**src/rtl/carus_exec_timer_pkg.sv**
```systemverilog
// -----------------------------------------------------------------------------
// carus_exec_timer_pkg
// Shared types and constants for the NM-Carus execution timer.
//   state_e                  : FSM state encoding (2 bits)
//   POST_TRIG_CYCLES_DEFAULT : default length of the post-run trigger window
//   RUN_CNT_WIDTH            : width of the saturating completed-run counter
// -----------------------------------------------------------------------------
package carus_exec_timer_pkg;

  typedef enum logic [1:0] {
    ST_IDLE    = 2'd0,
    ST_RUN     = 2'd1,
    ST_HOLD    = 2'd2,
    ST_TIMEOUT = 2'd3
  } state_e;

  localparam int unsigned POST_TRIG_CYCLES_DEFAULT = 16;
  localparam int unsigned RUN_CNT_WIDTH            = 16;

endpackage

```
**src/rtl/carus_exec_timer_rise_edge_det.sv**
```systemverilog
// -----------------------------------------------------------------------------
// rise_edge_det
// Registers a level input and flags the cycle in which it is high while its
// registered copy is still low.
//   clk_i  : clock
//   rst_ni : asynchronous active-low reset (register clears to 0)
//   d_i    : level input
//   rise_o : high for the cycle in which d_i rose
// -----------------------------------------------------------------------------
module rise_edge_det (
  input  logic clk_i,
  input  logic rst_ni,
  input  logic d_i,
  output logic rise_o
);

  logic d_q;

  // NOTE: sequential state is written with non-blocking assignments so every
  // flop samples the pre-edge value of its inputs, independent of block order.
  always_ff @(posedge clk_i or negedge rst_ni) begin
    if (!rst_ni) begin
      d_q <= 1'b0;
    end else begin
      d_q <= d_i;
    end
  end

  // A level already high when reset releases counts as a rise, since d_q
  // comes out of reset at 0.
  assign rise_o = d_i & ~d_q;

endmodule

```
**src/rtl/carus_exec_timer.sv**
```systemverilog
// -----------------------------------------------------------------------------
// carus_exec_timer
// Measures NM-Carus execution time in clock cycles between a start rising edge
// and a done rising edge, keeps last/max/count statistics, drives a trigger
// window for a data dump and guards each run with an optional watchdog.
//   clk_i            : clock, rising edge
//   rst_ni           : asynchronous active-low reset
//   clear_i          : synchronous clear of FSM and statistics
//   start_i, done_i  : NM-Carus start / done levels
//   timeout_cycles_i : watchdog limit in cycles, 0 disables it
//   busy_o           : a run is in progress
//   trig_o           : dump window (run plus post-run hold)
//   valid_o          : one-cycle pulse when last_cycles_o is updated
//   last_cycles_o    : duration of the most recent completed run
//   max_cycles_o     : longest completed run since reset/clear
//   run_cnt_o        : completed runs, saturating
//   timeout_o        : sticky watchdog expiry
// -----------------------------------------------------------------------------
module carus_exec_timer
  import carus_exec_timer_pkg::*;
#(
  parameter int unsigned CntWidth       = 32,
  parameter int unsigned PostTrigCycles = POST_TRIG_CYCLES_DEFAULT
) (
  input  logic                     clk_i,
  input  logic                     rst_ni,
  input  logic                     clear_i,
  input  logic                     start_i,
  input  logic                     done_i,
  input  logic [CntWidth-1:0]      timeout_cycles_i,
  output logic                     busy_o,
  output logic                     trig_o,
  output logic                     valid_o,
  output logic [CntWidth-1:0]      last_cycles_o,
  output logic [CntWidth-1:0]      max_cycles_o,
  output logic [RUN_CNT_WIDTH-1:0] run_cnt_o,
  output logic                     timeout_o
);

  // The hold counter runs 0 .. PostTrigCycles-1; keep it at least one bit wide
  // so the design still elaborates when the hold window is disabled.
  localparam int unsigned HoldWidth = (PostTrigCycles > 2) ? $clog2(PostTrigCycles) : 1;
  localparam logic [HoldWidth-1:0] HoldLast =
    HoldWidth'((PostTrigCycles > 0) ? (PostTrigCycles - 1) : 0);
  localparam bit HoldEnabled = (PostTrigCycles != 0);

  state_e                   state_q, state_d;
  logic                     start_rise, done_rise;
  logic [CntWidth-1:0]      cnt_q, cnt_inc;
  logic [HoldWidth-1:0]     hold_q;
  logic [RUN_CNT_WIDTH-1:0] run_cnt_inc;
  logic                     wd_hit;

  // FSM side effects requested by the next-state logic
  logic cnt_clr;
  logic run_done;
  logic hold_clr;
  logic hold_inc;
  logic to_set;

  rise_edge_det u_start_edge (
    .clk_i  (clk_i),
    .rst_ni (rst_ni),
    .d_i    (start_i),
    .rise_o (start_rise)
  );

  rise_edge_det u_done_edge (
    .clk_i  (clk_i),
    .rst_ni (rst_ni),
    .d_i    (done_i),
    .rise_o (done_rise)
  );

  // cnt holds (cycles in RUN - 1); cnt+1 is the run length if done rises now.
  assign cnt_inc     = (&cnt_q) ? cnt_q : cnt_q + CntWidth'(1);
  assign run_cnt_inc = (&run_cnt_o) ? run_cnt_o : run_cnt_o + RUN_CNT_WIDTH'(1);
  assign wd_hit      = (timeout_cycles_i != '0) && (cnt_inc >= timeout_cycles_i);

  always_ff @(posedge clk_i or negedge rst_ni) begin
    if (!rst_ni) begin
      state_q <= ST_IDLE;
    end else begin
      state_q <= state_d;
    end
  end

  // NOTE: every signal assigned in this block gets a default first, so no path
  // through the case leaves a value unassigned and no latch is inferred.
  always_comb begin
    state_d  = state_q;
    cnt_clr  = 1'b0;
    run_done = 1'b0;
    hold_clr = 1'b0;
    hold_inc = 1'b0;
    to_set   = 1'b0;

    if (clear_i) begin
      state_d = ST_IDLE;
    end else begin
      unique case (state_q)
        ST_IDLE: begin
          if (start_rise) begin
            state_d = ST_RUN;
            cnt_clr = 1'b1;
          end
        end
        ST_RUN: begin
          // A done edge wins over a watchdog hit in the same cycle.
          if (done_rise) begin
            run_done = 1'b1;
            hold_clr = 1'b1;
            state_d  = HoldEnabled ? ST_HOLD : ST_IDLE;
          end else if (wd_hit) begin
            to_set  = 1'b1;
            state_d = ST_TIMEOUT;
          end
        end
        ST_HOLD: begin
          if (hold_q == HoldLast) begin
            state_d = ST_IDLE;
          end else begin
            hold_inc = 1'b1;
          end
        end
        ST_TIMEOUT: begin
          state_d = ST_TIMEOUT;
        end
        default: begin
          state_d = ST_IDLE;
        end
      endcase
    end
  end

  // Decoded from the registered state only: no input reaches these outputs.
  always_comb begin
    busy_o = (state_q == ST_RUN);
    trig_o = (state_q == ST_RUN) || (state_q == ST_HOLD);
  end

  // Counters and statistics. Clear leaves the edge-detect registers alone so a
  // level that is already high is not re-interpreted as a new edge.
  always_ff @(posedge clk_i or negedge rst_ni) begin
    if (!rst_ni) begin
      cnt_q         <= '0;
      hold_q        <= '0;
      valid_o       <= 1'b0;
      last_cycles_o <= '0;
      max_cycles_o  <= '0;
      run_cnt_o     <= '0;
      timeout_o     <= 1'b0;
    end else if (clear_i) begin
      cnt_q         <= '0;
      hold_q        <= '0;
      valid_o       <= 1'b0;
      last_cycles_o <= '0;
      max_cycles_o  <= '0;
      run_cnt_o     <= '0;
      timeout_o     <= 1'b0;
    end else begin
      valid_o <= run_done;

      if (cnt_clr) begin
        cnt_q <= '0;
      end else if (state_q == ST_RUN) begin
        cnt_q <= cnt_inc;
      end

      if (hold_clr) begin
        hold_q <= '0;
      end else if (hold_inc) begin
        hold_q <= hold_q + HoldWidth'(1);
      end

      if (run_done) begin
        last_cycles_o <= cnt_inc;
        run_cnt_o     <= run_cnt_inc;
        if (cnt_inc > max_cycles_o) begin
          max_cycles_o <= cnt_inc;
        end
      end

      if (to_set) begin
        timeout_o <= 1'b1;
      end
    end
  end

endmodule

```
**config.mk**
```make
export PLATFORM = sky130hd
export DESIGN_NAME = carus_exec_timer
export DESIGN_NICKNAME = d
export VERILOG_FILES = /design/src/rtl/carus_exec_timer_pkg.sv /design/src/rtl/carus_exec_timer_rise_edge_det.sv /design/src/rtl/carus_exec_timer.sv
export SDC_FILE = /design/constraint.sdc
export NUM_CORES = 1
export LEC_CHECK = 0
export ABC_AREA = 0
export CAP_MARGIN = 15
export CORE_MARGIN = 4
export CORE_UTILIZATION = 49
export CTS_CLUSTER_SIZE = 30
export DETAILED_ROUTE_END_ITERATION = 10
export PLACE_DENSITY = 0.77
export SYNTH_ARGS = -nofsm -noshare
export SYNTH_HDL_FRONTEND = slang
export SYNTH_SLANG_ARGS = --single-unit
```
**constraint.sdc**
```tcl
create_clock -name clk_i -period 4.6 [get_ports clk_i]
set_clock_uncertainty 0.15 [all_clocks]
set_input_delay 0.92 -clock clk_i [delete_from_list [all_inputs] [get_ports clk_i]]
set_output_delay 0.92 -clock clk_i [all_outputs]
set_load 0.02 [all_outputs]
```
==> results.sh <==
export IMPL_critical_path_max_stage_delay_ns=0.52
export IMPL_grt_max_degree=79
export IMPL_dieArea_um2=17600
export IMPL_switching_share_pct=35.4
export IMPL_syn_inst=865
export IMPL_drc_errors=0
export IMPL_area_growth_pct=28.2
export IMPL_outcome="finished clean"
export IMPL_ctsHoldBuffers=0
export IMPL_synth_distinct_cells=57
export IMPL_drv_slew=0
export IMPL_r2r_slack_ns=0.25
export IMPL_clkTransAtPathRegs_ns=0.06
export IMPL_grt_overflow_total=0
export IMPL_portBuffers=120
export IMPL_drive_gt1_share_pct=8.10
export IMPL_die_y_um=133
export IMPL_drtPass1Iterations=5
export IMPL_p_seq_share_pct=30.9
export IMPL_totalWireLength_mm=20.2
export IMPL_grt_pass1_wl_mm=32.5
export IMPL_stdcell_count=1211
export IMPL_cp_arrival_ns=4.51
export IMPL_path_class="register to register"
export IMPL_drv_cap=0
export IMPL_synth_seq_cells=122
export IMPL_yosysWarnings=0
export IMPL_drtIter0Drc=519
export IMPL_cp_buffers_inverters=0
export IMPL_clockBufferDepth=2
export IMPL_path_delay_family="compound AO/OA/AOI/OAI gates"
export IMPL_ir_drop_mv=0.286
export IMPL_multi_input_area_um2=4200
export IMPL_period_minus_slack_ns=4.35
export IMPL_io_pins=121
export IMPL_r2r_end="state_q[0]$_DFFE_PN0P_"
export IMPL_cts_tree="done"
export IMPL_place_congestion=0.910
export IMPL_layout_worst_path_cycle_share_pct=94.5
export IMPL_final_common_cell="nor2_1"
export IMPL_grt_pass1_vias=6514
export IMPL_dieWidth_um=133
export IMPL_power_leakage_nw=4.50
export IMPL_reg2reg_from="cnt_q[0]$_DFFE_PN0P_"
export IMPL_nets=1096
export IMPL_register_area_um2=3050
export IMPL_cts_sinks=122
export IMPL_synth_nets=974
export IMPL_dpl_cell_count=1179
export IMPL_std_cell_rows=45
export IMPL_cp_required_ns=4.76
export IMPL_coreArea_um2=15300
export IMPL_crit_start="cnt_q[0]$_DFFE_PN0P_"
export IMPL_numCtsBuffers=17
export IMPL_pwr_share_clk_pct=32.2
export IMPL_power_density_nw_per_um2=431
export IMPL_start_util_pct=50.1
export IMPL_crit_fanout=7
export IMPL_cp_start_kind="register"
export IMPL_htreeDepth=4
export IMPL_dpl_hpwl_mm=14.6
export IMPL_cts_root_buf="clkbuf_16"
export IMPL_seq_area_frac_synth_pct=40.0
export IMPL_path_depth=13
export IMPL_vias=6718
export IMPL_cts_setup_buffers=0
export IMPL_hp_start="last_cycles_o[24]$_DFFE_PN0P_"
export IMPL_final_hold_violation_count=0
export IMPL_slew_headroom_pct=31.7
export IMPL_setup_viol=0
export IMPL_dpl_cell_area_um2=9150
export IMPL_antenna_found_initial=0
export IMPL_wl_per_cell_um=16.7
export IMPL_reg2reg_depth=13
export IMPL_hold_path_class="register to register"
export IMPL_crit_path_end="state_q[0]$_DFFE_PN0P_"
export IMPL_worstPathCellList="ha_1, and4_1, and4_2, a2111oi_4, nand2_1, xnor2_2, ha_1, and4_1, a221o_1, a2111o_1, o31ai_4, a21oi_1, o22a_1"
export IMPL_n_antenna_cell=0
export IMPL_track_usage_pct=22.9
export IMPL_clock_latency_ns=0.43
export IMPL_pwr_share_comb_pct=36.9
export IMPL_p_sw_mw=1.49
export IMPL_crit_slowest_cell="a2111oi_4"
export IMPL_final_cell_mix="nor2_1, dfrtp_1, clkdlybuf4s50_1, inv_1, ha_1"
export IMPL_via_per_inst=5.55
export IMPL_fillers=1269
export IMPL_p_int_mw=2.73
export IMPL_fmax_ghz=0.230
export IMPL_synth_ff_type="dfrtp_1"
export IMPL_critPathCaptureType="register"
export IMPL_ant_nets=0
export IMPL_finalSetupTns_ns=0
export IMPL_ys_async_sr_fraction_pct=100
export IMPL_synth_avg_cell_area_um2=8.83
export IMPL_fin_area_um2=9790
export IMPL_syn_area_um2=7640
export IMPL_worstMarginPinSlew_ns=1.02
export IMPL_synth_edf_count=0
-- synth_stat cells (all sizes together), types with 2 or more instances --
cell    count  area, um2
xnor2      27        259
a21o        4       30.0
o21ai      20        100
a31oi       2       12.5
or2         3       18.8
nand3      33        165
nor3b       3       22.5
nor2b       3       18.8
nand2b      3       18.8
dfrtp     122       3050
inv        79        297
nor2      141        529
nor4       13       81.3
or3        10       63.8
ha         72        901
o21a        3       22.5
clkbuf     29        109
and2        3       18.8
a221oi      2       17.5
nand2      60        225
buf        10       45.0
nand4      26        193
nor3       36        185
a2111o      2       22.5
a21oi      42        210
a211oi     34        275
and4       10       87.6
or4         3       22.5
and3        7       43.8
mux2        3       33.8
mux2i      14        140
xor2       29        254
-- cells by family after synthesis --
group           Yosys count  share of synthesized area, %
mux                      17                          2.28
flops                   122                          40.0
compound gates          124                          10.9
xor+xnor                 56                          6.72
simple gates            356                          22.4
fa+ha+maj                72                          11.8
buf+inv                 118                          5.90
-- layer usage --
metal  vias to the layer above  routed length (um)  GRT usage (%)
li1                       3244                   -              -
met1                      3230                9150           31.3
met2                       210                9310           35.8
met3                        34                1310           5.17
met4                         0                 411           8.03
met5                         -                   0              0
-- worst register-to-register path, delay by kind of cell (launching register included) --
family	cells	cell delay, ns
XOR/XNOR	1	0.27
flip-flops	1	0.43
adder cells (fa/ha/maj)	2	0.57
AND/OR/NAND/NOR	4	0.91
AO/OA/AOI/OAI	6	1.91
-- worst min path at each step --
| stage | endpoint | slack [ns] | cells past startpoint |
|---|---|---|---|
| 2_1_floorplan | cnt_q[22]$_DFFE_PN0P_ | 0.38 | 2 |
| 3_3_place_gp | last_cycles_o[24]$_DFFE_PN0P_ | 0.36 | 2 |
| 3_5_place_dp | last_cycles_o[24]$_DFFE_PN0P_ | 0.37 | 2 |
| 4_1_cts | last_cycles_o[24]$_DFFE_PN0P_ | 0.37 | 2 |
| 5_1_grt | last_cycles_o[30]$_DFFE_PN0P_ | 0.41 | 2 |
| 6_report | last_cycles_o[24]$_DFFE_PN0P_ | 0.37 | 2 |
-- cell type report --
type / count / share of cell area [%]
clock buffers: 20 / 4.56
clock inverters: 12 / 1.52
inverters: 79 / 3.03
multi-input cells: 625 / 42.9
flip-flops and latches: 122 / 31.2
well taps: 211 / 2.70
repair buffers: 142 / 14.1
-- sequential cells by signal (all words and copies together) (netlist names) --
signal / flops
u_start_edge.d_q: 1
cnt_q: 32
timeout_o: 1
max_cycles_o: 32
state_q: 2
valid_o: 1
last_cycles_o: 32
hold_q: 4
u_done_edge.d_q: 1
run_cnt_o: 16
-- power groups by stage --
stage	clock network [mW]	registers, mW	logic [mW]
floorplan	0	1.44	0.812
global placement	0	1.32	1.51
detailed placement	0	1.32	1.53
CTS	1.36	1.31	1.55
global route	1.41	1.33	1.71
finish	1.36	1.31	1.56
-- per-stage QoR --
step | hold slack (ns) | setup slack (ns) | total power, mW | utilization [%]
after floorplan | 0.376 | 0.304 | 2.25 | -
after global placement | 0.360 | 0.0174 | 2.83 | 60.0
after detailed placement | 0.367 | -0.111 | 2.86 | 60.0
after CTS | 0.372 | 0.0633 | 4.22 | 63.9
after global routing | 0.412 | -0.0350 | 4.44 | 64.2
final | 0.372 | 0.252 | 4.22 | 64.2
-- timing repair --
| action | 4_1_cts | 5_1_grt |
|---|---|---|
| setup endpoints to repair | 2 | 34 |
| resized for setup | 1 | 9 |
| pin swaps | 0 | 1 |
| endpoints found under the hold margin | 0 | 0 |
(Power assumes the default switching activity.)
